File: src/rtl/seq_word_serializer.sv
// Parallel-to-serial word stage driving the 101-detector input 'w', with valid/ready intake and back-to-back frames.
// Optional `SEQ_PARITY_EN appends one even-parity bit to every frame.
module seq_word_serializer #(
    parameter int WIDTH     = 8,
    parameter bit MSB_FIRST = 1'b1
) (
    input  logic             Clk,
    input  logic             Reset,
    input  logic [WIDTH-1:0] din,
    input  logic             din_valid,
    output logic             din_ready,
    output logic             w,
    output logic             w_valid,
    output logic             frame_done
);

    localparam int CW = $clog2(WIDTH);
    localparam logic [CW-1:0] CNT_LAST = CW'(WIDTH - 1);

`ifdef SEQ_PARITY_EN
    typedef enum logic [1:0] {IDLE, SHIFT, PARITY} state_t;
`else
    typedef enum logic {IDLE, SHIFT} state_t;
`endif

    state_t           state, state_n;
    logic [CW-1:0]    cnt, cnt_n;
    logic [WIDTH-1:0] sreg, sreg_n;
    logic             w_n, w_valid_n, frame_done_n;
    logic             last_cycle, accept;
    logic             din_head, sreg_head;
    logic [WIDTH-1:0] din_rest, sreg_rest;

`ifdef SEQ_PARITY_EN
    logic             par, par_n;
`endif

    // sreg always holds the not-yet-sent bits aligned so the next one sits at the head
    assign din_head  = MSB_FIRST ? din[WIDTH-1]  : din[0];
    assign sreg_head = MSB_FIRST ? sreg[WIDTH-1] : sreg[0];
    assign din_rest  = MSB_FIRST ? {din[WIDTH-2:0], 1'b0}  : {1'b0, din[WIDTH-1:1]};
    assign sreg_rest = MSB_FIRST ? {sreg[WIDTH-2:0], 1'b0} : {1'b0, sreg[WIDTH-1:1]};

`ifdef SEQ_PARITY_EN
    assign last_cycle = (state == PARITY);
`else
    assign last_cycle = (state == SHIFT) && (cnt == '0);
`endif

    assign din_ready = (state == IDLE) || last_cycle;
    assign accept    = din_valid && din_ready;

    always_ff @(posedge Clk or negedge Reset) begin
        if (!Reset) begin
            state      <= IDLE;
            cnt        <= '0;
            sreg       <= '0;
            w          <= 1'b0;
            w_valid    <= 1'b0;
            frame_done <= 1'b0;
`ifdef SEQ_PARITY_EN
            par        <= 1'b0;
`endif
        end else begin
            state      <= state_n;
            cnt        <= cnt_n;
            sreg       <= sreg_n;
            w          <= w_n;
            w_valid    <= w_valid_n;
            frame_done <= frame_done_n;
`ifdef SEQ_PARITY_EN
            par        <= par_n;
`endif
        end
    end

    // An accept takes priority so a word offered in the last frame cycle follows with no gap
    always_comb begin
        state_n      = state;
        cnt_n        = cnt;
        sreg_n       = sreg;
        w_n          = 1'b0;
        w_valid_n    = 1'b0;
        frame_done_n = 1'b0;
`ifdef SEQ_PARITY_EN
        par_n        = par;
`endif
        if (accept) begin
            state_n   = SHIFT;
            cnt_n     = CNT_LAST;
            sreg_n    = din_rest;
            w_n       = din_head;
            w_valid_n = 1'b1;
`ifdef SEQ_PARITY_EN
            par_n     = ^din;
`endif
        end else begin
            case (state)
                IDLE: begin
                    state_n = IDLE;
                end
                SHIFT: begin
                    if (cnt != '0) begin
                        cnt_n     = cnt - CW'(1);
                        sreg_n    = sreg_rest;
                        w_n       = sreg_head;
                        w_valid_n = 1'b1;
`ifndef SEQ_PARITY_EN
                        frame_done_n = (cnt == CW'(1));
`endif
                    end else begin
`ifdef SEQ_PARITY_EN
                        state_n      = PARITY;
                        w_n          = par;
                        w_valid_n    = 1'b1;
                        frame_done_n = 1'b1;
`else
                        state_n      = IDLE;
`endif
                    end
                end
`ifdef SEQ_PARITY_EN
                PARITY: begin
                    state_n = IDLE;
                end
`endif
                default: begin
                    state_n = IDLE;
                end
            endcase
        end
    end

endmodule

File: config.mk
export PLATFORM = sky130hd
export DESIGN_NAME = seq_word_serializer
export DESIGN_NICKNAME = d
export VERILOG_FILES = /design/src/rtl/seq_word_serializer.sv
export SDC_FILE = /design/constraint.sdc
export NUM_CORES = 1
export LEC_CHECK = 0
export BUFFER_PORTS_ARGS = -buffer_cell sky130_fd_sc_hd__buf_2
export CORE_MARGIN = 1.5
export CORE_UTILIZATION = 45
export DETAILED_ROUTE_END_ITERATION = 8
export MAX_ROUTING_LAYER = met4
export PLACE_DENSITY = 0.8
export SLEW_MARGIN = 25
export SYNTH_ARGS = -nofsm -noshare
export SYNTH_HDL_FRONTEND = slang
export SYNTH_SLANG_ARGS = --single-unit
File: constraint.sdc
create_clock -name Clk -period 1.5 [get_ports Clk]
set_clock_uncertainty 0.15 [all_clocks]
set_input_delay 0.3 -clock Clk [delete_from_list [all_inputs] [get_ports Clk]]
set_output_delay 0.3 -clock Clk [all_outputs]
set_load 0.01 [all_outputs]
-- Word-level counts from Yosys, hierarchy flattened
Cells that the tools add are included.
- flip-flop bits (word level): 15
- bits in latches: 0
- bits in writable memories: 0
- bits in read-only memories: 0
- output and inout bits: 4
- word-level logic and storage cells: 34
- memories kept: 0
- add/subtract/negate cells: 1
- multipliers: 0
- div/mod/pow operators: 0
- order comparisons: 0
- eq/ne operators: 1
- shift operators: 0
- mux-type cells: 17
- bitwise logic cells: 1
- reductions and logical operators: 8
- operators with widths (cell ; number):
    $mux 8 ; 3
    $mux 1 ; 10
    $mux 3 ; 3
    $reduce_bool 2->1 ; 2
    $eq 3x1->1 const B ; 1
    $logic_not 3->1 ; 1
    $reduce_bool 3->1 ; 1
    $sub 3x1->3 const B ; 1
    $logic_and 1x1->1 ; 2
    $pmux 1 s2 ; 1
    $reduce_and 2->1 ; 1
    $logic_or 1x1->1 ; 1
    $not 1->1 ; 1

-- Logic depth before layout (Yosys ltp)
Gate-level depths: netlist of run 1.
- depth after elaboration: 6
- depth in mapped cells: 8
- depth with buffers taken out: 7

-- Least setup slack after synthesis of run 1
OpenSTA, ideal clock, no wires.
- path type: register -> output
- start point: reg cnt[0]
- end point: out din_ready
- arrival time: 1.123 ns
- setup slack: -0.073 ns
- stages on the path, launching flop included: 7
- buffers on the path: 1
- cell sequence: dfrtp_1 > inv_1 > ha_1 > ha_1 > nor2b_4 > buf_12 > inv_4
- cells in the longest elaborated chain, start to end: 3
- RTL lines (what ; line ; source):
    start, declared ; 27 ; logic [CW-1:0] cnt, cnt_n;
    start signal, assigned ; 66 ; cnt <= cnt_n;
    $logic_not 3->1 ; 47 ; assign last_cycle = (state == SHIFT) && (cnt == '0);
    $logic_and 1x1->1 ; 47 ;
    $logic_or 1x1->1 ; 50 ; assign din_ready = (state == IDLE) || last_cycle;
    end, declared ; 11 ; output logic din_ready,
Every way passes these cells.

-- Worst setup path in the final report of run 1
Same ends and word-level chain as after synthesis.

==> results_dict.tcl, run 1 <==
set metrics [dict create \
    finalHoldViolCount 0 \
    p_seq_share_pct 30.7 \
    grt_remaining_overflow 0 \
    syn-mean-instance-area_um2 12.26 \
    synthMuxAreaShare_pct 10.39 \
    rows 13 \
    setup_ws_ns -0.2543 \
    fmax_mhz 570.0 \
    min-delay-start "din[7]" \
    outcome "finished, violations left" \
    synth_edf_count 0 \
    period_minus_slack_ns 1.754 \
    slew_headroom_pct 79.56 \
    place_ws_ns -0.005160 \
    numPortBuffers 14 \
    startpoint_type "flip-flop" \
    grt_antenna_before_repair 0 \
    crit_arrival_ns 1.30 \
    synth_fa_ha_area_share_pct 5.566 \
    tightest_slew_ns 0.3066 \
    cp_top_family "flip-flops" \
    ys_ff_latch 13 \
    cp_slowest_cell "dfrtp_1" \
    die_h_um 41.71 \
    r2r-end "sreg[5]" \
    cts_buffer_depth 2 \
    synth_top_area_share_pct 48.24 \
    violations "setup timing" \
    finalWirelength_um 1201 \
    async_flop_share_pct 100.0 \
    power_switching_mw 0.6767 \
    worstPathMaxFanout 2 \
    fin_nets 94 \
    synth_compound_area_share_pct 12.06 \
    fin_util_pct 66.27 \
    via_count 455 \
    ys_top_cells_by_area "dfrtp_1, mux2i_1, o21ai_2" \
    synth-simple-area-share_pct 13.54 \
    synth_cell_types 18 \
    crit_type "flip-flop to output port" \
    clk_latency_ns 0.27 \
    fill_cells 106 \
    hp-class "input port to flip-flop" \
    pwr-share-comb_pct 58.3 \
    die_w_um 41.71 \
    root_buffer "clkbuf_4" \
    cp_cell_sequence "inv_2 -> ha_4 -> ha_4 -> nor2b_4 -> inv_6 -> buf_6" \
    gp_congestion 0.7711 \
    dp_cells 85 \
    end_kind "output port" \
    critPathMostFrequentCell "ha_4" \
    irDropWorstVdd_mv 0.9491 \
    clkSinkCount 13 \
    grt_use_total_pct 16.78 \
    reg2reg_slack_ns -0.21 \
    area_growth_pct 32.65 \
    swShare_pct 35.84 \
    reg2reg_depth 8 \
    synth_top_family_by_area "simple AND/OR/NAND/NOR gates" \
    clk_pin_slew_ns 0.07 \
    grt_pass1_wl_um 2152 \
    powerDensity_nw_per_um2 2111 \
    htree_num_levels 1 \
    syn-num-nets 69 \
    hold_depth 3 \
    cp.required_ns 1.05 \
    design.core.area_um2 1350 \
    hold_end "w" \
    power_frac_clock_pct 11.0 \
    setup_viol 11 \
    yosysTopAreaCell "dfrtp_1" \
    drt_iter0_drc 6 \
    netlist_area_um2 674.4 \
    yosys_warnings 0 \
    fin_crit_sh_pct 117.0 \
    yosysMostFrequentCell "dfrtp_1" \
    holdWs_ns 0.1265 \
    grt_pass1_vias 502 \
    r2r-start "cnt[0]" \
    ys.flop_type "dfrtp_1" \
    slowest_delay_ns 0.38 \
    timing.max_cap.violations 0 \
    grt_max_degree 14 \
    diodes 0 \
    fin_cells 94 \
    p_leak_nw 0.4527 \
    die-area_um2 1740 \
    tritoncts "done" \
    wl_per_cell_um 12.78 \
    ys_seq_area_share_pct 48.24 \
    crit_buf_inv 3 \
    pin_count 15 \
    cts_made_buffers 3 \
    synth_xor_area_share_pct 0 \
    start_util_pct 49.95 \
    drtAntennaViolNets 0 \
    dr.pass1.iters 4 \
    rsz0062_at_grt "true" \
    internal-power_mw 1.212 \
    syn_inst 55 \
    slew_violations 0 \
    via_per_inst 4.840 \
    dp_hpwl_um 787.2 \
    drc 0 \
    drive_gt1_share_pct 62.03 \
    synth_common_cells "dfrtp_1, nand2_2, mux2i_1" \
]
-- final cells by class --
class                      count  area (um^2)  area share, %
tap                           15        18.77          2.098
inverter                       4        20.02          2.238
clock buffer                   4        26.28          2.937
timing repair buffer          23        190.2          21.26
sequential                    13        325.3          36.36
multi-input combinational     35        314.1          35.10
-- cell families (layout without fill, tap and decap cells) --
| logic type | count (synthesis) | in the layout |
|---|---|---|
| and+or+nand+nor | 14 | 14 |
| DFF | 13 | 13 |
| adders and majority gates | 3 | 3 |
| buffers and inverters | 7 | 31 |
| muxes | 7 | 7 |
| AOI/OAI and AO/OA | 11 | 11 |
-- placed cells by master (no fill, tap or decap), types with 2 or more instances in the layout --
cell,instances
buf_2,13
buf_4,4
buf_6,2
buf_8,2
clkbuf_4,3
dfrtp_1,13
ha_4,2
inv_2,2
mux2i_1,7
nand2_2,8
o21ai_1,2
o21ai_2,7
-- worst max-delay path by stage --
stage | from | end | slack, ns | cells past startpoint
6_report | cnt[0] | din_ready | -0.25 | 6
5_1_grt | cnt[1] | din_ready | -0.31 | 6
4_1_cts | cnt[0] | din_ready | -0.27 | 6
3_3_place_gp | cnt[1] | din_ready | 0.02 | 6
2_1_floorplan | cnt[0] | din_ready | -0.004 | 6
3_5_place_dp | cnt[1] | din_ready | -0.005 | 6
-- stage by stage --
step	setup TNS [ns]	cell area [um^2]	total power [mW]
final	-1.553	894.6	1.888
after global routing	-2.245	894.6	2.047
after CTS	-1.532	869.6	1.820
after detailed placement	-0.005160	759.5	1.337
after global placement	0	759.5	1.315
after floorplan	-0.003724	691.9	1.237
-- worst min-delay path, delay by kind of cell --
family                 cells  cell delay (ns)
buffers and inverters      1             0.08
and+or+nand+nor            2             0.13
-- routing by layer --
| metal | GRT usage [%] | vias up | part of all wire, % |
|---|---|---|---|
| met5 | - | - | 0 |
| met1 | 20.79 | 212 | 47 |
| met2 | 25.94 | 12 | 48 |
| li1 | - | 229 | - |
| met4 | 7.742 | 0 | 1.2 |
| met3 | 3.913 | 2 | 4.2 |
-- power groups by stage --
stage               clock network [mW]  registers, mW  logic (mW)
floorplan                            0          0.586       0.651
global placement                     0          0.569       0.745
detailed placement                   0          0.576       0.761
CTS                              0.221          0.573        1.03
global route                     0.232          0.601        1.21
finish                           0.208          0.579        1.10
-- registers in the layout, summed over array words and instances (netlist names) --
| name | count |
|---|---|
| cnt | 3 |
| frame_done | 1 |
| sreg | 7 |
| state | 1 |
| w | 1 |
-- timing repair --
action	4_1_cts	5_1_grt
hold buffers	1	0
pin swaps	1	0
setup buffers	2	2
hold endpoints to repair	13	0
cloned	1	0
gates resized for setup	7	6
endpoints found under the setup margin	8	13
(Power assumes the default switching activity.)
==> run 2: changes to the inputs <==
Settings changed: PLACE_DENSITY 0.8 to 0.75.
==> run 2 against run 1 <==
Against the previous run:
- the run still ends with setup timing left
- register-to-register slack better by 0.13 ns
- critical path depth stayed put
- flip-flop and latch count stayed put
- cell count stayed put
- count of clock-buffer cells in the layout is 1 lower
- global-route usage is 1.0 points lower
- power is 1.9% lower
- fmax is 0.65% higher
- combinational power is 5% lower
- final area is 0.70% lower
- first-iteration DRC count stayed put
==> results_dict.tcl, run 2 (synthesis gave the netlist of run 1 again) <==
set metrics [dict create \
    outcome "finished, violations left" \
    violations "setup timing" \
    clk_pin_slew_ns 0.09 \
    dr.pass1.iters 3 \
    grt_pass1_wl_um 1966 \
    pin_count 15 \
    clk_latency_ns 0.28 \
    r2r-start "cnt[1]" \
    crit_arrival_ns 1.29 \
    gp_congestion 0.7225 \
    design.core.area_um2 1350 \
    r2r-end "sreg[3]" \
    drtAntennaViolNets 0 \
    drt_iter0_drc 6 \
    die_h_um 41.71 \
    rsz0062_at_grt "true" \
    fin_nets 94 \
    final_cell_mix "dfrtp_1, buf_2, nand2_2" \
    crit_type "flip-flop to output port" \
    holdWs_ns 0.1138 \
    tritoncts "done" \
    irDropWorstVdd_mv 0.9813 \
    root_buffer "clkbuf_4" \
    cts_made_buffers 3 \
    via_per_inst 4.989 \
    startpoint_type "flip-flop" \
    fin_crit_sh_pct 116.2 \
    drc 0 \
    finalHoldViolCount 0 \
    reg2reg_slack_ns -0.08 \
    via_count 469 \
    dp_hpwl_um 752.5 \
    drive_gt1_share_pct 63.29 \
    die-area_um2 1740 \
    area_growth_pct 31.73 \
    fill_cells 103 \
    place_ws_ns -0.03255 \
    p_leak_nw 0.4526 \
    die_w_um 41.71 \
    cp.required_ns 1.05 \
    tightest_slew_ns 0.3008 \
    reg2reg_depth 7 \
    setup_ws_ns -0.2430 \
    grt_remaining_overflow 0 \
    start_util_pct 49.95 \
    grt_max_degree 14 \
    slew_headroom_pct 79.94 \
    fmax_mhz 573.7 \
    worstPathMaxFanout 2 \
    numPortBuffers 14 \
    rows 13 \
    min-delay-start "din[0]" \
    finalWirelength_um 1096 \
    powerDensity_nw_per_um2 2085 \
    slew_violations 0 \
    grt_antenna_before_repair 0 \
    diodes 0 \
    htree_num_levels 1 \
    grt_pass1_vias 455 \
    timing.max_cap.violations 0 \
    power_mw 1.853 \
    hold_depth 3 \
    largest_reg_flops 7 \
    hold_end "sreg[1]" \
    wl_per_cell_um 11.66 \
    end_kind "output port" \
    period_minus_slack_ns 1.743 \
    fin_util_pct 65.80 \
    hp-class "input port to flip-flop" \
    regMostFlops "sreg" \
    cts_buffer_depth 2 \
    setup_viol 6 \
    reg_top3 "sreg: 7 flops, cnt: 3 flops" \
    clkSinkCount 13 \
    grt_use_total_pct 15.77 \
]
==> run 2: changes by cell type in the layout (fill, tap and decap cells not counted), sizes merged <==
cell,before,now
clkbuf,4,3
clkinv,0,1
==> run 2: cell type report <==
cell class / instances / area (um^2) / share of cell area (%)
Timing Repair Buffer: 23 / 182.7 / 20.56
Inverter: 4 / 20.02 / 2.254
Tap cell: 15 / 18.77 / 2.113
Multi-Input combinational cell: 35 / 314.1 / 35.35
Sequential cell: 13 / 325.3 / 36.62
Clock inverter: 1 / 5.005 / 0.5634
Clock buffer: 3 / 22.52 / 2.535
==> run 2: timing repair <==
action                                 in CTS  in global routing
setup endpoints to repair                   5                 13
hold buffers                                1                  0
gates resized for setup                     8                  2
gates cloned                                1                  0
endpoints found under the hold margin      13                  0
buffers inserted                            4                  0
pin swaps                                   2                  2
==> run 2: per-layer routing <==
| metal | part of all wire (%) | wire (um) | up-vias | track usage (%) |
|---|---|---|---|---|
| li1 | - | - | 235 | - |
| met1 | 43 | 476 | 221 | 17.22 |
| met2 | 50 | 552 | 9 | 25.62 |
| met3 | 3.9 | 43 | 4 | 3.913 |
| met4 | 2.1 | 23 | 0 | 9.677 |
| met5 | 0 | 0 | - | - |
==> run 2: stage by stage <==
stage / TNS (ns) / area (um^2) / instances
5_1_grt: -1.248 / 888.4 / 94
2_1_floorplan: -0.003724 / 691.9 / 55
4_1_cts: -0.6537 / 880.8 / 94
3_5_place_dp: -0.07911 / 759.5 / 85
6_report: -0.5772 / 888.4 / 94
3_3_place_gp: 0 / 759.5 / 85
==> run 2: worst max path at each step <==
stage,from,end,slack (ns),cells after the start
after CTS,cnt[1],din_ready,-0.26,6
after global placement,cnt[1],cnt[0],0.006,7
final,cnt[1],din_ready,-0.24,6
after detailed placement,cnt[1],cnt[0],-0.03,7
after global routing,cnt[1],din_ready,-0.30,6
after floorplan,cnt[0],din_ready,-0.004,6
==> run 2: where the power goes <==
part | switching (mW) | leakage (nW) | total [mW] | internal (mW)
clock network | 0.125 | 0.0177 | 0.224 | 0.0990
registers | 0.0797 | 0.164 | 0.575 | 0.496
logic | 0.462 | 0.271 | 1.05 | 0.591
==> run 2: critical path: stages, from the launching register on <==
cell and delay [ns]:
dfrtp_1 0.36, inv_2 0.06, ha_4 0.16, ha_4 0.15, nor2b_4 0.15, inv_6 0.04, buf_6 0.11
